<file path="src/rtl/truth_table_sequencer.sv">
// truth_table_sequencer: sweeps {B,C,D} over 0..7, samples Y_in and scores it against D & (~C | B)
// Ports: clk, rst_n (async, active low), start, Y_in -> B, C, D, busy, done, pass, result[7:0], mismatch[7:0], err_cnt[3:0]
module truth_table_sequencer #(
  parameter int SETTLE = 1
) (
  input  logic       clk,
  input  logic       rst_n,
  input  logic       start,
  input  logic       Y_in,
  output logic       B,
  output logic       C,
  output logic       D,
  output logic       busy,
  output logic       done,
  output logic       pass,
  output logic [7:0] result,
  output logic [7:0] mismatch,
  output logic [3:0] err_cnt
);
  typedef enum logic [1:0] {IDLE, APPLY, SAMPLE, DONE} state_t;
  localparam logic [3:0] SETTLE_M1 = 4'(SETTLE - 1);
  state_t     state_q;
  logic [2:0] idx_q;
  logic [3:0] settle_q;
  logic       busy_q, done_q, pass_q;
  logic [7:0] result_q, mismatch_q;
  logic [3:0] err_q;
  logic       exp_y, miss_d;
  logic [3:0] err_d;
  assign exp_y  = idx_q[0] & (~idx_q[1] | idx_q[2]);
  assign miss_d = Y_in != exp_y;
  assign err_d  = err_q + {3'b0, miss_d};
  always_ff @(posedge clk or negedge rst_n) begin
    if (!rst_n) begin
      state_q    <= IDLE;
      idx_q      <= '0;
      settle_q   <= '0;
      busy_q     <= 1'b0;
      done_q     <= 1'b0;
      pass_q     <= 1'b0;
      result_q   <= '0;
      mismatch_q <= '0;
      err_q      <= '0;
    end else begin
      done_q <= 1'b0;
      case (state_q)
        IDLE: if (start) begin
          idx_q      <= '0;
          settle_q   <= '0;
          result_q   <= '0;
          mismatch_q <= '0;
          err_q      <= '0;
          busy_q     <= 1'b1;
          state_q    <= APPLY;
        end
        APPLY: if (settle_q == SETTLE_M1) begin
          settle_q <= '0;
          state_q  <= SAMPLE;
        end else begin
          settle_q <= settle_q + 4'd1;
        end
        SAMPLE: begin
          result_q[idx_q]   <= Y_in;
          mismatch_q[idx_q] <= miss_d;
          err_q             <= err_d;
          if (idx_q == 3'd7) begin
            // pass must include the last vector, so use the updated count
            pass_q  <= err_d == 4'd0;
            busy_q  <= 1'b0;
            done_q  <= 1'b1;
            state_q <= DONE;
          end else begin
            idx_q   <= idx_q + 3'd1;
            state_q <= APPLY;
          end
        end
        DONE:    state_q <= IDLE;
        default: state_q <= IDLE;
      endcase
    end
  end
  assign {B, C, D} = idx_q;
  assign busy      = busy_q;
  assign done      = done_q;
  assign pass      = pass_q;
  assign result    = result_q;
  assign mismatch  = mismatch_q;
  assign err_cnt   = err_q;
endmodule

</file>
<file path="config.mk">
export PLATFORM = sky130hd
export DESIGN_NAME = truth_table_sequencer
export DESIGN_NICKNAME = d
export VERILOG_FILES = /design/src/rtl/truth_table_sequencer.sv
export SDC_FILE = /design/constraint.sdc
export NUM_CORES = 1
export LEC_CHECK = 0
export ABC_AREA = 1
export CAP_MARGIN = 10
export CORE_ASPECT_RATIO = 1.1
export CORE_UTILIZATION = 57
export CTS_BUF_LIST = sky130_fd_sc_hd__clkbuf_4 sky130_fd_sc_hd__clkbuf_8
export CTS_CLUSTER_SIZE = 40
export DETAILED_ROUTE_END_ITERATION = 8
export PLACE_DENSITY = 0.89
export SYNTH_ARGS = -nofsm -noshare
export SYNTH_HDL_FRONTEND = slang
export SYNTH_SLANG_ARGS = --single-unit
</file>
<file path="constraint.sdc">
create_clock -name clk -period 3.5 [get_ports clk]
set_input_delay 0.525 -clock clk [delete_from_list [all_inputs] [get_ports clk]]
set_output_delay 0.525 -clock clk [all_outputs]
set_load 0.05 [all_outputs]
</file>
==> results.py, run 1 <==
metrics = {
    "route": {
        "drc_errors": 0,
        "wl_per_cell_um": 13.0,
        "num_vias": 1400,
        "finalWirelength_um": 3340,
        "dr.pass1.iters": 4,
        "dr.first_iter.drc_count": 50,
        "ant_nets": 0,
        "viasPerCell": 5.43,
    },
    "cts": {
        "ctsResizeCount": 0,
        "post_cts_buffers": 0,
        "postCtsHoldBufs": 0,
        "clockBufferDepth": 2,
        "clock_sinks": 32,
        "cts_tree": "done",
        "clk_pin_slew_worst_paths_ns": 0.09,
        "htree_num_levels": 2,
        "numCtsBuffers": 5,
        "clk_latency_ns": 0.32,
        "root_buffer": "clkbuf_4",
    },
    "sta": {
        "fin_setup_tns_ns": 0,
        "fin_crit_sh_pct": 68.3,
        "period_needed_ns": 2.39,
        "slew_viol_final": 0,
        "maxSlewHeadroom_pct": 60.7,
        "rsz0062_at_grt": "false",
        "fin_skew_ns": 0.0104,
        "worst-slew-pin-transition_ns": 0.587,
        "fmax_mhz": 419,
        "setup_viol": 0,
        "finalHoldViolCount": 0,
    },
    "global_routing": {
        "grt_overflow": 0,
        "gr-usage-all-layers_pct": 26.2,
        "grt_pass1_wl_um": 5600,
        "antenna_found_initial": 0,
        "grt_max_degree": 33,
        "grt_pass1_vias": 1334,
    },
    "worst_setup_path": {
        "crit_slowest_cell": "clkdlybuf4s50_1",
        "cp_data_required_time_ns": 2.97,
        "crit_type": "reg -> out",
        "crit_arrival_ns": 1.86,
        "r2r_start": "idx_q[2]",
        "crit_chain": "clkdlybuf4s50_1",
        "end_kind": "output pin",
        "cp-startpoint": "idx_q[0]",
        "crit_family": "buffers and inverters",
        "cpPeakStageDelay_ns": 0.89,
        "crit_fanout": 16,
        "crit_cells": 1,
        "start_kind": "flip-flop",
        "path_buf_inv": 1,
        "ff2ff_path_depth": 11,
    },
    "pwr": {
        "p_int_uw": 905,
        "total_power_mw": 1.82,
        "seq_power_share_pct": 34.2,
        "power.clock.fraction_pct": 12.6,
        "switchingPower_uw": 916,
        "power_density_nw_per_um2": 947,
        "p_sw_share_pct": 50.3,
        "p_leak_nw": 0.988,
        "comb_power_share_pct": 53.3,
        "vdd_ir_drop_max_mv": 0.626,
    },
    "cells_and_area": {
        "utilization_pct": 75.6,
        "diodes": 0,
        "area_delta_synth_final_pct": 24.1,
        "final_cell_mix": "nand2_1, dfrtp_1, nand3_1, clkdlybuf4s50_1, inv_1",
        "nets": 236,
        "final_common_cell": "nand2_1",
        "drive_above_1_share_pct": 5.73,
    },
    "floorplan": {
        "dieWidth_um": 51.7,
        "ios": 30,
        "dieArea_um2": 2930,
        "die_h_um": 56.7,
        "start_util_pct": 60.9,
        "core_um2": 2540,
        "num_rows": 19,
    },
    "synth": {
        "syn-cell-area_um2": 1550,
        "postSynthAreaPerCell_um2": 7.99,
        "yosys_register_bits": 32,
        "netlist_instances": 194,
        "ys_types": 14,
        "synth_seq_area_share_pct": 51.7,
        "synth_warnings": 0,
        "syn_nets": 204,
    },
    "hold_path": {
        "hp-start": "result[7]",
        "hold_depth": 2,
        "hold_path.class": "reg -> reg",
    },
    "placed_design": {
        "dpl.hpwl_um": 2450,
        "gp_congestion": 0.829,
        "port_buffers": 29,
    },
    "run_status": {
        "outcome": "complete, no violations",
    },
    "run": {
        "maxCapViolCount": 0,
    },
}
==> cell usage after synthesis <==
library cell | instances | area, um^2
inv_1 | 16 | 60.1
or2_2 | 2 | 12.5
nand3_1 | 29 | 145
buf_2 | 3 | 15.0
and2_1 | 1 | 6.26
nand4_1 | 6 | 37.5
o21ai_0 | 7 | 35.0
nor2_1 | 11 | 41.3
buf_4 | 2 | 15.0
nand2_1 | 76 | 285
ha_1 | 6 | 75.1
xor2_1 | 1 | 8.76
dfrtp_1 | 32 | 801
nor2_2 | 2 | 12.5
==> layout make-up <==
cell class	instances	area (um^2)
Clock buffer	8	66.3
Fill cell	189	621
Inverter	16	60.1
Multi-Input combinational cell	141	659
Sequential cell	32	801
Tap cell	31	38.8
Timing Repair Buffer	30	298
==> layer usage <==
layer | track usage [%] | part of all wire [%]
met5 | 0 | 0
met4 | 11.2 | 1.5
met2 | 42.5 | 51
met3 | 5.96 | 5.2
met1 | 33.2 | 42
==> power by group through the flow <==
stage	registers (mW)	clock network [mW]	logic [mW]
6_report	0.622	0.229	0.970
5_1_grt	0.639	0.248	1.04
4_1_cts	0.619	0.232	0.970
3_5_place_dp	0.623	0	0.968
3_3_place_gp	0.613	0	0.936
2_1_floorplan	0.970	0	0.304
==> worst paths after layout <==
check	endpoint	slack, ns
hold / removal	result[7]	0.48
setup / recovery	D	1.11
min in group asynchronous	mismatch[3]	0.58
hold reg to reg	result[7]	0.48
setup reg to reg	pass	1.41
max in group asynchronous	err_cnt[1]	2.62
==> logic make-up (layout without fill, tap and decap cells) <==
kind of cell | Yosys count | in the layout | share of synthesized area (%)
buf+inv | 21 | 54 | 5.81
simple gates | 127 | 127 | 34.9
xor+xnor | 1 | 1 | 0.565
fa+ha+maj | 6 | 6 | 4.84
flops | 32 | 32 | 51.7
compound gates | 7 | 7 | 2.26
==> state kept, by name (all words and copies together) (netlist names) <==
signal	cells
state_q	2
pass	1
mismatch	8
settle_q	4
busy	1
idx_q	3
err_cnt	4
result	8
done	1
==> per-stage QoR <==
| stage | instance area [um^2] | hold WS (ns) | std cells | setup slack (ns) |
|---|---|---|---|---|
| after floorplan | 1550 | 0.229 | 194 | 1.38 |
| after global placement | 1860 | 0.453 | 250 | 1.27 |
| after detailed placement | 1860 | 0.460 | 250 | 1.15 |
| after CTS | 1920 | 0.483 | 258 | 1.11 |
| after global routing | 1920 | 0.516 | 258 | 1.03 |
| final | 1920 | 0.481 | 258 | 1.11 |
No activity file was read; power rests on OpenSTA's default activity.
==> inputs of run 2 (changes only) <==
--- a/config.mk
+++ b/config.mk
@@ -8,11 +8,11 @@
 export ABC_AREA = 1
 export CAP_MARGIN = 10
 export CORE_ASPECT_RATIO = 1.1
-export CORE_UTILIZATION = 57
+export CORE_UTILIZATION = 53
 export CTS_BUF_LIST = sky130_fd_sc_hd__clkbuf_4 sky130_fd_sc_hd__clkbuf_8
 export CTS_CLUSTER_SIZE = 40
 export DETAILED_ROUTE_END_ITERATION = 8
-export PLACE_DENSITY = 0.89
+export PLACE_DENSITY = 0.83
 export SYNTH_ARGS = -nofsm -noshare
 export SYNTH_HDL_FRONTEND = slang
 export SYNTH_SLANG_ARGS = --single-unit
==> constraint.sdc (replaced) <==
create_clock -name clk -period 2.3 [get_ports clk]
set_input_delay 0.345 -clock clk [delete_from_list [all_inputs] [get_ports clk]]
set_output_delay 0.345 -clock clk [all_outputs]
set_load 0.05 [all_outputs]
==> run 2 against run 1 <==
Effect of this change:
- setup slack got worse by 0.92 ns
- via count increased by 1.1%
- largest cell class unchanged
- sequential power increased by 45%
- critical path depth unchanged
- worst hold slack got worse by 0.096 ns
- clock skew increased by 0.00077 ns
- design area increased by 0.91%
- sequential cell count unchanged
- clock-buffer cell count unchanged
- clock power increased by 56%
- combinational power increased by 58%
- cell count increased by 1.6%
==> results.py, run 2 (same netlist as run 1, synthesis figures left out) <==
metrics = {
    "cells_and_area": {
        "final_common_cell": "nand2_1",
        "drive_above_1_share_pct": 6.55,
        "num-fill-cells": 210,
        "seq_area_um2": 801,
        "nets": 238,
        "area_delta_synth_final_pct": 25.2,
        "multi_input_area_um2": 659,
        "final_cell_mix": "nand2_1, dfrtp_1, nand3_1, clkdlybuf4s50_1, inv_1",
        "instances_no_fill": 262,
        "diodes": 0,
    },
    "route": {
        "finalWirelength_um": 3320,
        "dr.pass1.iters": 4,
        "ant_nets": 0,
        "num_vias": 1416,
        "wl_per_cell_um": 12.7,
        "viasPerCell": 5.40,
        "dr.first_iter.drc_count": 42,
        "drc_errors": 0,
    },
    "global_routing": {
        "grt_max_degree": 33,
        "gr-usage-all-layers_pct": 25.8,
        "grt_pass1_wl_um": 5730,
        "grt_pass1_vias": 1351,
        "grt_overflow": 0,
        "antenna_found_initial": 0,
    },
    "worst_setup_path": {
        "start_kind": "flip-flop",
        "end_kind": "output pin",
        "crit_type": "reg -> out",
        "path_buf_inv": 1,
        "crit_fanout": 11,
        "crit_slowest_cell": "clkdlybuf4s50_1",
        "crit_family": "buffers and inverters",
        "ff2ff_path_depth": 11,
        "crit_chain": "clkdlybuf4s50_1",
        "crit_arrival_ns": 1.76,
        "cpPeakStageDelay_ns": 0.87,
        "crit_cells": 1,
        "cp_data_required_time_ns": 1.96,
    },
    "floorplan": {
        "ios": 30,
        "dieWidth_um": 53.6,
        "dieArea_um2": 3150,
        "core_um2": 2780,
        "num_rows": 20,
        "die_h_um": 58.7,
        "start_util_pct": 55.8,
    },
    "sta": {
        "fmax_mhz": 475,
        "rsz0062_at_grt": "false",
        "holdWs_ns": 0.385,
        "worst-slew-pin-transition_ns": 0.590,
        "fin_skew_ns": 0.0112,
        "period_needed_ns": 2.11,
        "setup_viol": 0,
        "fin_crit_sh_pct": 91.6,
        "maxSlewHeadroom_pct": 60.5,
        "slew_viol_final": 0,
        "finalHoldViolCount": 0,
        "fin_setup_tns_ns": 0,
    },
    "cts": {
        "post_cts_buffers": 0,
        "clockBufferDepth": 2,
        "numCtsBuffers": 5,
        "postCtsHoldBufs": 0,
        "clk_pin_slew_worst_paths_ns": 0.10,
        "cts_tree": "done",
        "htree_num_levels": 2,
        "ctsResizeCount": 0,
        "clock_sinks": 32,
        "clk_latency_ns": 0.34,
        "root_buffer": "clkbuf_4",
    },
    "placed_design": {
        "gp_congestion": 0.854,
        "dpl.cell_count": 254,
        "port_buffers": 29,
        "dpl.hpwl_um": 2590,
    },
    "pwr": {
        "power_density_nw_per_um2": 1440,
        "vdd_ir_drop_max_mv": 0.870,
        "p_leak_nw": 0.998,
        "total_power_mw": 2.79,
    },
    "run_status": {
        "outcome": "complete, no violations",
    },
    "hold_path": {
        "hold_path.class": "in -> async",
    },
    "run": {
        "maxCapViolCount": 0,
    },
}
==> run 2: cell count changes in the layout (fill, tap and decap cells not counted), sizes merged <==
cell / before / now
buf: 1 / 3
==> run 2: layout make-up <==
type / instances / share of cell area (%)
Tap cell: 33 / 2.13
Sequential cell: 32 / 41.3
Clock buffer: 8 / 3.42
Inverter: 16 / 3.09
Multi-Input combinational cell: 141 / 34.0
Timing Repair Buffer: 32 / 16.1
==> run 2: through the flow <==
| step | instance area, um^2 | setup slack, ns | utilization [%] |
|---|---|---|---|
| 2_1_floorplan | 1550 | 0.181 | - |
| 3_3_place_gp | 1870 | 0.250 | 67.5 |
| 3_5_place_dp | 1870 | 0.155 | 67.5 |
| 4_1_cts | 1940 | 0.200 | 69.9 |
| 5_1_grt | 1940 | 0.108 | 69.9 |
| 6_report | 1940 | 0.194 | 69.9 |
==> run 2: report_power, final <==
part           switching, mW  internal (mW)  leakage, nW
Combinational           1.05          0.479        0.541
Sequential             0.157          0.743        0.417
Clock                  0.182          0.174       0.0394
Total                   1.39           1.40        0.998
==> run 2: final timing paths <==
check | start | end | slack, ns
max in group asynchronous | rst_n | err_cnt[3] | 1.61
hold / removal | rst_n | result[3] | 0.39
hold reg to reg | mismatch[7] | mismatch[7] | 0.48
setup reg to reg | idx_q[1] | pass | 0.37
min in group clk | mismatch[7] | mismatch[7] | 0.48
setup / recovery | idx_q[1] | C | 0.19
==> run 2: layer usage <==
layer  vias to the layer above  global-route usage (%)  share of wire, %
met5                         -                       0                 0
met4                         0                    12.4               2.3
met3                         8                    8.01               5.1
met2                        44                    42.3                51
met1                       674                    30.3                42
li1                        690                       -                 -
